$ cat src/rtl/lsu_seq_ctrl.sv
`default_nettype none
// lsu_seq_ctrl: one-at-a-time load/store sequencer onto the data-SRAM req/addr_ok/data_ok bus.
// Rev 1.0
module lsu_seq_ctrl #(
  parameter bit ALIGN_CHECK = 1'b1,
  parameter int RESP_W      = 32
) (
  input  logic              clk,
  input  logic              resetn,
  input  logic              ex_valid,
  output logic              ex_ready,
  input  logic              ex_ld,
  input  logic              ex_st,
  input  logic [1:0]        ex_size,
  input  logic              ex_unsigned,
  input  logic [31:0]       ex_addr,
  input  logic [RESP_W-1:0] ex_wdata,
  input  logic              flush,
  output logic              data_req,
  output logic              data_wr,
  output logic [1:0]        data_size,
  output logic [3:0]        data_wstrb,
  output logic [31:0]       data_addr,
  output logic [RESP_W-1:0] data_wdata,
  input  logic              data_addr_ok,
  input  logic              data_data_ok,
  input  logic [RESP_W-1:0] data_rdata,
  output logic              ms_valid,
  input  logic              ms_ready,
  output logic [RESP_W-1:0] ms_rdata,
  output logic              ms_ale
);

  typedef enum logic [2:0] {
    IDLE  = 3'd0,
    REQ   = 3'd1,
    WAIT  = 3'd2,
    DONE  = 3'd3,
    DRAIN = 3'd4
  } state_e;

  state_e            state_q, state_d;
  logic              wr_q, wr_d;
  logic [1:0]        size_q, size_d;
  logic              uns_q, uns_d;
  logic [31:0]       addr_q, addr_d;
  logic [3:0]        wstrb_q, wstrb_d;
  logic [RESP_W-1:0] wdata_q, wdata_d;
  logic [RESP_W-1:0] rdata_q, rdata_d;
  logic              ale_q, ale_d;

  logic              accept;
  logic              misalign;
  logic [3:0]        strb_new;
  logic [RESP_W-1:0] wdata_new;
  logic [RESP_W-1:0] ld_ext;
  logic [7:0]        ld_byte;
  logic [15:0]       ld_half;

  assign ex_ready = (state_q == IDLE) && !flush;
  assign accept   = ex_valid && ex_ready && (ex_ld || ex_st);
  assign misalign = ALIGN_CHECK &&
                    (((ex_size == 2'd1) && ex_addr[0]) ||
                     (ex_size[1] && (ex_addr[1:0] != 2'b00)));

  always_comb begin
    strb_new  = 4'b1111;
    wdata_new = ex_wdata;
    case (ex_size)
      2'd0: begin
        strb_new  = 4'b0001 << ex_addr[1:0];
        wdata_new = {4{ex_wdata[7:0]}};
      end
      2'd1: begin
        strb_new  = ex_addr[1] ? 4'b1100 : 4'b0011;
        wdata_new = {2{ex_wdata[15:0]}};
      end
      default: ;
    endcase
  end

  // Lane selection uses the latched address; the response belongs to the latched op.
  assign ld_byte = data_rdata[{addr_q[1:0], 3'b000} +: 8];
  assign ld_half = data_rdata[{addr_q[1], 4'b0000} +: 16];

  always_comb begin
    ld_ext = data_rdata;
    case (size_q)
      2'd0:    ld_ext = {{(RESP_W-8){~uns_q & ld_byte[7]}}, ld_byte};
      2'd1:    ld_ext = {{(RESP_W-16){~uns_q & ld_half[15]}}, ld_half};
      default: ;
    endcase
  end

  always_comb begin
    state_d = state_q;
    wr_d    = wr_q;
    size_d  = size_q;
    uns_d   = uns_q;
    addr_d  = addr_q;
    wstrb_d = wstrb_q;
    wdata_d = wdata_q;
    rdata_d = rdata_q;
    ale_d   = ale_q;
    case (state_q)
      IDLE: begin
        if (accept) begin
          wr_d    = ex_st && !ex_ld;
          size_d  = ex_size;
          uns_d   = ex_unsigned;
          addr_d  = ex_addr;
          wstrb_d = (ex_st && !ex_ld) ? strb_new : 4'b0000;
          wdata_d = wdata_new;
          rdata_d = '0;
          ale_d   = misalign;
          state_d = misalign ? DONE : REQ;
        end
      end
      REQ: begin
        if (flush)             state_d = data_addr_ok ? DRAIN : IDLE;
        else if (data_addr_ok) state_d = WAIT;
      end
      WAIT: begin
        if (flush) begin
          state_d = data_data_ok ? IDLE : DRAIN;
        end else if (data_data_ok) begin
          rdata_d = wr_q ? '0 : ld_ext;
          ale_d   = 1'b0;
          state_d = DONE;
        end
      end
      DONE: begin
        if (flush || ms_ready) state_d = IDLE;
      end
      DRAIN: begin
        if (data_data_ok) state_d = IDLE;
      end
      default: state_d = IDLE;
    endcase
  end

  always_ff @(posedge clk or negedge resetn) begin
    if (!resetn) begin
      state_q <= IDLE;
      wr_q    <= 1'b0;
      size_q  <= 2'd0;
      uns_q   <= 1'b0;
      addr_q  <= '0;
      wstrb_q <= '0;
      wdata_q <= '0;
      rdata_q <= '0;
      ale_q   <= 1'b0;
    end else begin
      state_q <= state_d;
      wr_q    <= wr_d;
      size_q  <= size_d;
      uns_q   <= uns_d;
      addr_q  <= addr_d;
      wstrb_q <= wstrb_d;
      wdata_q <= wdata_d;
      rdata_q <= rdata_d;
      ale_q   <= ale_d;
    end
  end

  assign data_req   = (state_q == REQ);
  assign data_wr    = wr_q;
  assign data_size  = size_q;
  assign data_wstrb = wstrb_q;
  assign data_addr  = addr_q;
  assign data_wdata = wdata_q;
  assign ms_valid   = (state_q == DONE);
  assign ms_rdata   = rdata_q;
  assign ms_ale     = ale_q;

endmodule
`default_nettype wire

$ cat config.mk
export PLATFORM = sky130hd
export DESIGN_NAME = lsu_seq_ctrl
export DESIGN_NICKNAME = d
export VERILOG_FILES = /design/src/rtl/lsu_seq_ctrl.sv
export SDC_FILE = /design/constraint.sdc
export NUM_CORES = 1
export LEC_CHECK = 0
export CORE_MARGIN = 2
export CORE_UTILIZATION = 31
export CTS_BUF_LIST = sky130_fd_sc_hd__clkbuf_4
export CTS_CLUSTER_DIAMETER = 50
export DETAILED_ROUTE_END_ITERATION = 7
export PLACE_DENSITY = 0.59
export SYNTH_ARGS = -nofsm -noshare
export SYNTH_HDL_FRONTEND = slang
export SYNTH_SLANG_ARGS = --single-unit
export TNS_END_PERCENT = 50
$ cat constraint.sdc
create_clock -name clk -period 4.9 [get_ports clk]
set_input_delay 0.98 -clock clk [delete_from_list [all_inputs] [get_ports clk]]
set_output_delay 0.98 -clock clk [all_outputs]
set_load 0.1 [all_outputs]
* After elaboration in Yosys (flattened, before gate mapping)
Cells that the tools add are included.
Widths: inputs -> output; s select.
** Word-level totals
- Flip-flop bits (word level) :: 108
- Input bits :: 108
- Output and inout port bits :: 107
- Word-level logic and storage cells :: 72
** Cells by class
- Equal/unequal tests :: 13
- Shift operators :: 3
- Muxes and demuxes :: 25
- Bitwise operators :: 3
- Reduce and logical (&&, ||, !) cells :: 19
** Operators by type and width (number)
- $pmux 32 s2 :: 3
- $mux 32 :: 4
- $shiftx 32x6->16 :: 1
- $shiftx 32x6->8 :: 1
- $mux 3 :: 9
- $pmux 3 s5 :: 1
- $mux 4 :: 2
- $ne 2x2->1 const B :: 4
- $pmux 4 s2 :: 1
- $eq 3x2->1 const B :: 2
- $logic_and 1x1->1 :: 6
- $reduce_and 5->1 :: 1
- $eq 2x1->1 const B :: 2
- $logic_not 2->1 :: 2
- $reduce_and 4->1 :: 1
- $reduce_bool 2->1 :: 2
- $shl 1x2->4 const A :: 1
- $eq 3x1->1 const B :: 1
- $eq 3x3->1 const B :: 1
- $logic_not 3->1 :: 1
- $logic_or 1x1->1 :: 3
- $mux 1 :: 3
- $ne 3x2->1 const B :: 1
- $ne 3x3->1 const B :: 1
- other kinds (7) :: 9

* Longest topological paths before layout
Gate-level depths: netlist (run 1).
- Depth in word-level cells :: 7
- Mapped depth :: 7
- Mapped depth without buffers :: 4

* Worst setup path after synthesis (run 1)
Ideal clock, no wire load.
- Path type :: reg-to-output
- Start :: register state_q[0]
- End :: output data_req
- Arrival :: 2.880 ns
- Data required time :: 3.920 ns
- Setup slack :: 1.040 ns
- Cell stages (with the launch flop) :: 3
- Buffers on the path :: 1
- Path through :: dfrtp_1 -> clkbuf_1 -> nor3b_1
** Between the ends
- Cells in the longest elaborated chain, start to end :: 1
** RTL lines
- from (decl) :: line 42 : state_e state_q, state_d;
- from (signal assigned) :: line 154 : state_q <= state_d;
- $eq 3x1->1 :: line 166 : assign data_req = (state_q == REQ);
- to (decl) :: line 19 : output logic data_req,
Every way passes these cells.

* Worst setup path after layout (run 1)
Ends and elaborated chain as after synthesis.

==> results.toml, run 1 <==
[outcome]
status = "finished clean"

[timing]
rsz0062_at_grt = "no"
worstMarginPinSlew_ns = 1.04
fin_skew_ns = 0.0135
finalSetupTns_ns = 0
finalSetupViolCount = 0
period_share = 0.708
slew-limit-headroom = 0.307
fin_crit_ns = 3.47
finalHoldViolations = 0
finalMaxSlewViolations = 0
clock.fmax_mhz = 288
layout_setup_ws_ns = 1.43

[placement]
dp_hpwl_um = 11500
place_area_um2 = 7540
routabilityCongestion = 0.769
port_buffers = 214
placed_cells = 948
pre_cts_slack_ns = 1.61

[worst_setup_path]
cp_max_fo = 12
start_kind = "flip-flop"
regToRegSetupSlack_ns = 2.61
rr_startpoint = "data_addr[1]"
r2r-end = "ms_rdata[17]"
critPathRequiredTime_ns = 3.92
crit_end = "data_req"
startpoint = "state_q[0]"
rr_worst_depth = 5
worstPathArrival_ns = 2.49
critPathCaptureType = "output pin"
path_class = "reg2out"

[yosys]
synth_area_per_cell_um2 = 9.69
synth_top_area_share = 0.515
synthesis.area_um2 = 5250
ys_ff_latch = 108
yosys-top-cells-area = "dfrtp_1 (51%), nand2_1 (12%), mux2i_1 (6.3%)"
yosys-top-cells-count = "nand2_1 (173), dfrtp_1 (108), o21ai_0 (43)"
synth_flop_cell = "dfrtp_1"
synth_nets = 650
synth_top_cell_by_area = "dfrtp_1"
synth_most_common_cell = "nand2_1"
synthDistinctLibCells = 46
syn_inst = 542
async_reset_ff_frac = 1.00
ys_seq_area_frac = 0.515
yosysWarnings = 0
synth-edff-count = 0

[cells_and_area]
fin_area_um2 = 7680
nets = 847
antenna_cells = 0
area_delta_synth_final_pct = 46.3
drive_gt1_frac = 0.0699
fin_cells = 964

[clocking]
htree_levels = 3
insertion_delay_ns = 0.47
root_buffer = "clkbuf_4"
cts_setup_buffers = 0
clkSinkCount = 108
clkTransAtPathRegs_ns = 0.16
cts_made_buffers = 9
cts_tree = "yes"
clock_path_buffers = 2
cts.hold.buffers_added = 0
ctsResizeCount = 0

[grt]
antenna_found_initial = 0
track_usage = 0.181
grt_start_max_net_pins = 95
grt_pass1_vias = 4698
grt_overflow = 0
grt_pass1_wl_um = 25700

[detailed_routing]
drcViolationCount = 0
initialDrtViolationCount = 222
drt_pass1_iterations = 4
drt_wl_total_um = 16200
wl_per_cell_um = 16.8
ant_nets = 0
vias_per_cell = 4.77
route.vias.total = 4602

[run]
cap_viol_max_count = 0

[floorplan]
initial_core_util = 0.317
fp.dieW_um = 134
die_area_um2 = 18000
fp.dieH_um = 134
rows = 47
core_um2 = 16600
boundaryPins = 215

[min_path]
holdCritPathClass = "reg2reg"
## logic make-up (layout without fill, tap and decap cells)
logic type | Yosys count | after routing | synth area share
AND/OR/NAND/NOR | 244 | 244 | 0.210
buffers and inverters | 42 | 244 | 0.0381
multiplexers | 43 | 43 | 0.0870
AO/OA/AOI/OAI | 105 | 105 | 0.150
flip-flops | 108 | 108 | 0.515
## how the worst min path moves through the flow
| stage | slack (ns) | to | start | cells after the start |
|---|---|---|---|---|
| after floorplan | 0.51 | uns_q | uns_q | 2 |
| after global placement | 0.46 | data_addr[15] | data_addr[15] | 2 |
| after detailed placement | 0.46 | data_addr[15] | data_addr[15] | 2 |
| after CTS | 0.50 | data_addr[15] | data_addr[15] | 2 |
| after global routing | 0.53 | data_addr[10] | data_addr[10] | 2 |
| final | 0.49 | data_addr[15] | data_addr[15] | 2 |
## sequential cells by signal, summed over array words and instances (netlist names)
register and flops:
data_size 2, ms_ale 1, state_q 3, data_wstrb 4
data_addr 32, ms_rdata 32, data_wr 1, data_wdata 32
uns_q 1
## final cells by class
cell class                 instances  area, um2
multi-input combinational        392       2350
clock inverter                     5       52.6
timing repair buffer             222       2200
clock buffer                      11       82.6
sequential                       108       2700
inverter                           6       22.5
tap                              220        275
fill                            1573       8900
## critical path, stage by stage (launching register included)
cell and delay (ns):
dfrtp_1 0.59, nor3b_1 0.26, clkdlybuf4s50_1 1.17
## cells in the final DEF (no fill, tap or decap), types with 2 or more instances in the layout
master	count
nor4_4	2
clkbuf_4	11
mux2_2	8
clkinv_2	3
nand2b_1	19
dfrtp_1	108
nor2b_1	25
inv_1	6
and3_1	2
o21ai_0	43
a21oi_1	15
nor2_1	14
buf_4	10
a32o_1	7
clkdlybuf4s50_1	212
o2bb2ai_1	13
o211a_1	2
a2111oi_0	2
o2bb2ai_2	9
nand2_1	173
mux2i_1	33
## routing by layer
layer  up-vias  GRT usage  part of all wire
met5         -          0                 0
met4         0     0.0608             0.018
met3        18     0.0601             0.090
met2       181      0.283              0.46
met1      2178      0.237              0.43
li1       2225          -                 -
## metrics by stage
stage,utilization,hold slack (ns)
finish,0.463,0.490
global route,0.463,0.529
CTS,0.463,0.497
detailed placement,0.455,0.463
global placement,0.455,0.458
floorplan,-,0.509
Power of run 1 is left out: the tool's default activity adds up to more than one toggle a clock period on the data nets, which glitch-free logic cannot reach.
==> run 2, diff against run 1 <==
- PLACE_DENSITY: 0.59 -> 0.61
- clock period: 4.9 -> 2.87 ns (I/O delays scaled with it)
==> results.toml, run 2 (synthesis results as in run 1) <==
[outcome]
status = "finished clean"

[clocking]
clock_path_buffers = 2
cts_setup_buffers = 0
cts_tree = "yes"
cts_made_buffers = 9
clkSinkCount = 108
cts.hold.buffers_added = 0
clkTransAtPathRegs_ns = 0.18
ctsResizeCount = 0
insertion_delay_ns = 0.50
root_buffer = "clkbuf_4"
htree_levels = 3

[detailed_routing]
drcViolationCount = 0
route.vias.total = 4724
initialDrtViolationCount = 234
ant_nets = 0
drt_pass1_iterations = 4
wl_per_cell_um = 16.6
drt_wl_total_um = 16100
vias_per_cell = 4.87

[timing]
slew-limit-headroom = 0.498
finalSetupViolCount = 0
finalSetupTns_ns = 0
finalMaxSlewViolations = 0
period_share = 0.817
fin_crit_ns = 2.35
finalHoldViolations = 0
clock.fmax_mhz = 426
rsz0062_at_grt = "no"
fin_skew_ns = 0.0156
worstMarginPinSlew_ns = 0.750

[run]
cap_viol_max_count = 0

[cells_and_area]
fill_cells = 1593
area_delta_synth_final_pct = 42.9
fin_util = 0.452
layout_common_cells = "nand2_1 (173), buf_4 (117), dfrtp_1 (108)"
drive_gt1_frac = 0.218
nets = 852
layout_commonest_cell = "nand2_1"

[placement]
routabilityCongestion = 0.791
port_buffers = 214
dp_hpwl_um = 11800

[floorplan]
fp.dieH_um = 134
die_area_um2 = 18000
initial_core_util = 0.317
boundaryPins = 215
fp.dieW_um = 134
rows = 47
core_um2 = 16600

[min_path]
holdCritPathClass = "in2async"

[worst_setup_path]
critPathCaptureType = "output pin"
cp_max_fo = 12
critPathRequiredTime_ns = 2.30
start_kind = "flip-flop"
path_class = "reg2out"
worstPathArrival_ns = 1.77

[grt]
grt_pass1_wl_um = 25500
grt_overflow = 0
track_usage = 0.181
antenna_found_initial = 1
grt_pass1_vias = 4928
grt_start_max_net_pins = 81
-- run 2: through the flow --
stage                     cells  cell area (um2)  hold slack [ns]  setup WS (ns)
after floorplan             542             5260            0.278         0.0227
after global placement      953             7370            0.461          0.463
after detailed placement    953             7370            0.464          0.423
after CTS                   969             7500           0.0860          0.500
after global routing        970             7500            0.125          0.452
final                       970             7500            0.101          0.524
-- run 2: per-layer routing --
metal / vias to the layer above / track usage / share of wire
met2: 180 / 0.298 / 0.48
met3: 16 / 0.0642 / 0.096
met1: 2288 / 0.219 / 0.41
met5: - / 0 / 0
li1: 2240 / - / -
met4: 0 / 0.0632 / 0.014
-- run 2: cell type report --
type | instances | area [um2] | share of cell area
sequential | 108 | 2700 | 0.360
multi-input combinational | 392 | 2350 | 0.314
timing repair buffer | 227 | 2020 | 0.269
tap | 220 | 275 | 0.0367
clock buffer | 9 | 67.6 | 0.00901
clock inverter | 7 | 58.8 | 0.00784
inverter | 6 | 22.5 | 0.00300
antenna | 1 | 2.50 | 0.000334
-- run 2: final timing paths --
check | from | endpoint | slack [ns] | cells past startpoint
max in group asynchronous | resetn | state_q[0] | 1.99 | 2
hold reg to reg | data_wdata[3] | data_wdata[3] | 0.50 | 2
hold / removal | resetn | uns_q | 0.10 | 1
min in group clk | data_wdata[3] | data_wdata[3] | 0.50 | 2
setup / recovery | state_q[1] | ex_ready | 0.52 | 2
setup reg to reg | data_size[0] | ms_rdata[1] | 0.74 | 4
-- run 2: worst max-delay path, stage by stage, from the launching register on --
cell	delay, ns
dfrtp_1	0.58
nor4_4	0.47
buf_12	0.23
Power of run 2 is left out for the same reason.
==> run 3, diff against run 2 <==
- PLACE_DENSITY: 0.61 -> 0.59
- clock period: 2.87 -> 2.4 ns (I/O delays scaled with it)
==> results.toml, run 3 (synthesis results as in run 1) <==
[outcome]
status = "finished clean"

[floorplan]
fp.dieW_um = 134
rows = 47
initial_core_util = 0.317
fp.dieH_um = 134
die_area_um2 = 18000
boundaryPins = 215
core_um2 = 16600

[cells_and_area]
fin_cells = 975
antenna_cells = 0
layout_commonest_cell = "nand2_1"
fin_util = 0.462
area_delta_synth_final_pct = 45.9
seq_area_um2 = 2700
multi_input_area_um2 = 2350
nets = 858
drive_gt1_frac = 0.224
fill_cells = 1623
layout_common_cells = "nand2_1 (173), buf_4 (116), dfrtp_1 (108)"

[clocking]
htree_levels = 3
cts_tree = "yes"
clkSinkCount = 108
cts.hold.buffers_added = 0
cts_made_buffers = 9
clkTransAtPathRegs_ns = 0.17
ctsResizeCount = 0
insertion_delay_ns = 0.49
cts_setup_buffers = 0
clock_path_buffers = 2
root_buffer = "clkbuf_4"

[timing]
finalMaxSlewViolations = 0
fin_crit_ns = 2.22
rsz0062_at_grt = "no"
fin_skew_ns = 0.0188
whs_ns = 0.0600
clock.fmax_mhz = 451
finalHoldViolations = 0
finalSetupTns_ns = 0
worstMarginPinSlew_ns = 0.669
period_share = 0.924
finalSetupViolCount = 0
slew-limit-headroom = 0.554

[worst_setup_path]
regToRegSetupSlack_ns = 0.46
critPathCaptureType = "output pin"
path_class = "reg2out"
start_kind = "flip-flop"
slowest_delay_ns = 0.56
worstPathArrival_ns = 1.74
crit_chain = "nor4_4, buf_4, buf_12"
cp_max_fo = 12
critPathSlowestCell = "dfrtp_1"
critPathRequiredTime_ns = 1.92

[placement]
port_buffers = 214
placed_cells = 959
dp_hpwl_um = 11600
routabilityCongestion = 0.758

[detailed_routing]
drcViolationCount = 0
initialDrtViolationCount = 160
route.vias.total = 4644
ant_nets = 0
wl_per_cell_um = 16.1
drt_wl_total_um = 15700
drt_pass1_iterations = 4
vias_per_cell = 4.76

[grt]
track_usage = 0.175
grt_pass1_vias = 4710
grt_overflow = 0
grt_start_max_net_pins = 109
antenna_found_initial = 0
grt_pass1_wl_um = 24900

[run]
cap_viol_max_count = 0

[min_path]
holdCritPathClass = "in2async"
==> run 3: worst paths after layout <==
kind,from,end,cells past startpoint
min,resetn,state_q[2],2
min in group clk,data_wdata[3],data_wdata[3],2
max in group asynchronous,resetn,data_wdata[5],2
min reg2reg,data_wdata[3],data_wdata[3],2
max reg2reg,data_size[0],ms_rdata[1],4
max,state_q[1],ex_ready,3
==> run 3: routing by layer <==
layer  vias to the layer above  wire length, um  global-route usage
met5                         -                0                   0
met4                         0              240              0.0561
met3                        17             1350              0.0586
met2                       161             7440               0.284
met1                      2210             6710               0.221
li1                       2256                -                   -
==> run 3: critical path: cells and delay by family, from the launching register on <==
kind	cells	cell delay, ns
DFF	1	0.56
and+or+nand+nor	1	0.35
buffers and inverters	2	0.35
==> run 3: final cells by class <==
| cell class | instances | area share |
|---|---|---|
| flip-flops and latches | 108 | 0.353 |
| well taps | 220 | 0.0359 |
| clock buffers | 9 | 0.00882 |
| multi-input cells | 392 | 0.307 |
| clock inverters | 7 | 0.0118 |
| repair buffers | 233 | 0.281 |
| inverters | 6 | 0.00294 |
==> run 3: metrics by stage <==
step,setup WS [ns],cell area (um2)
detailed placement,0.164,7500
CTS,0.134,7660
floorplan,-0.240,5280
global placement,0.224,7500
global route,0.0652,7660
finish,0.183,7660
Power of run 3 is left out for the same reason.
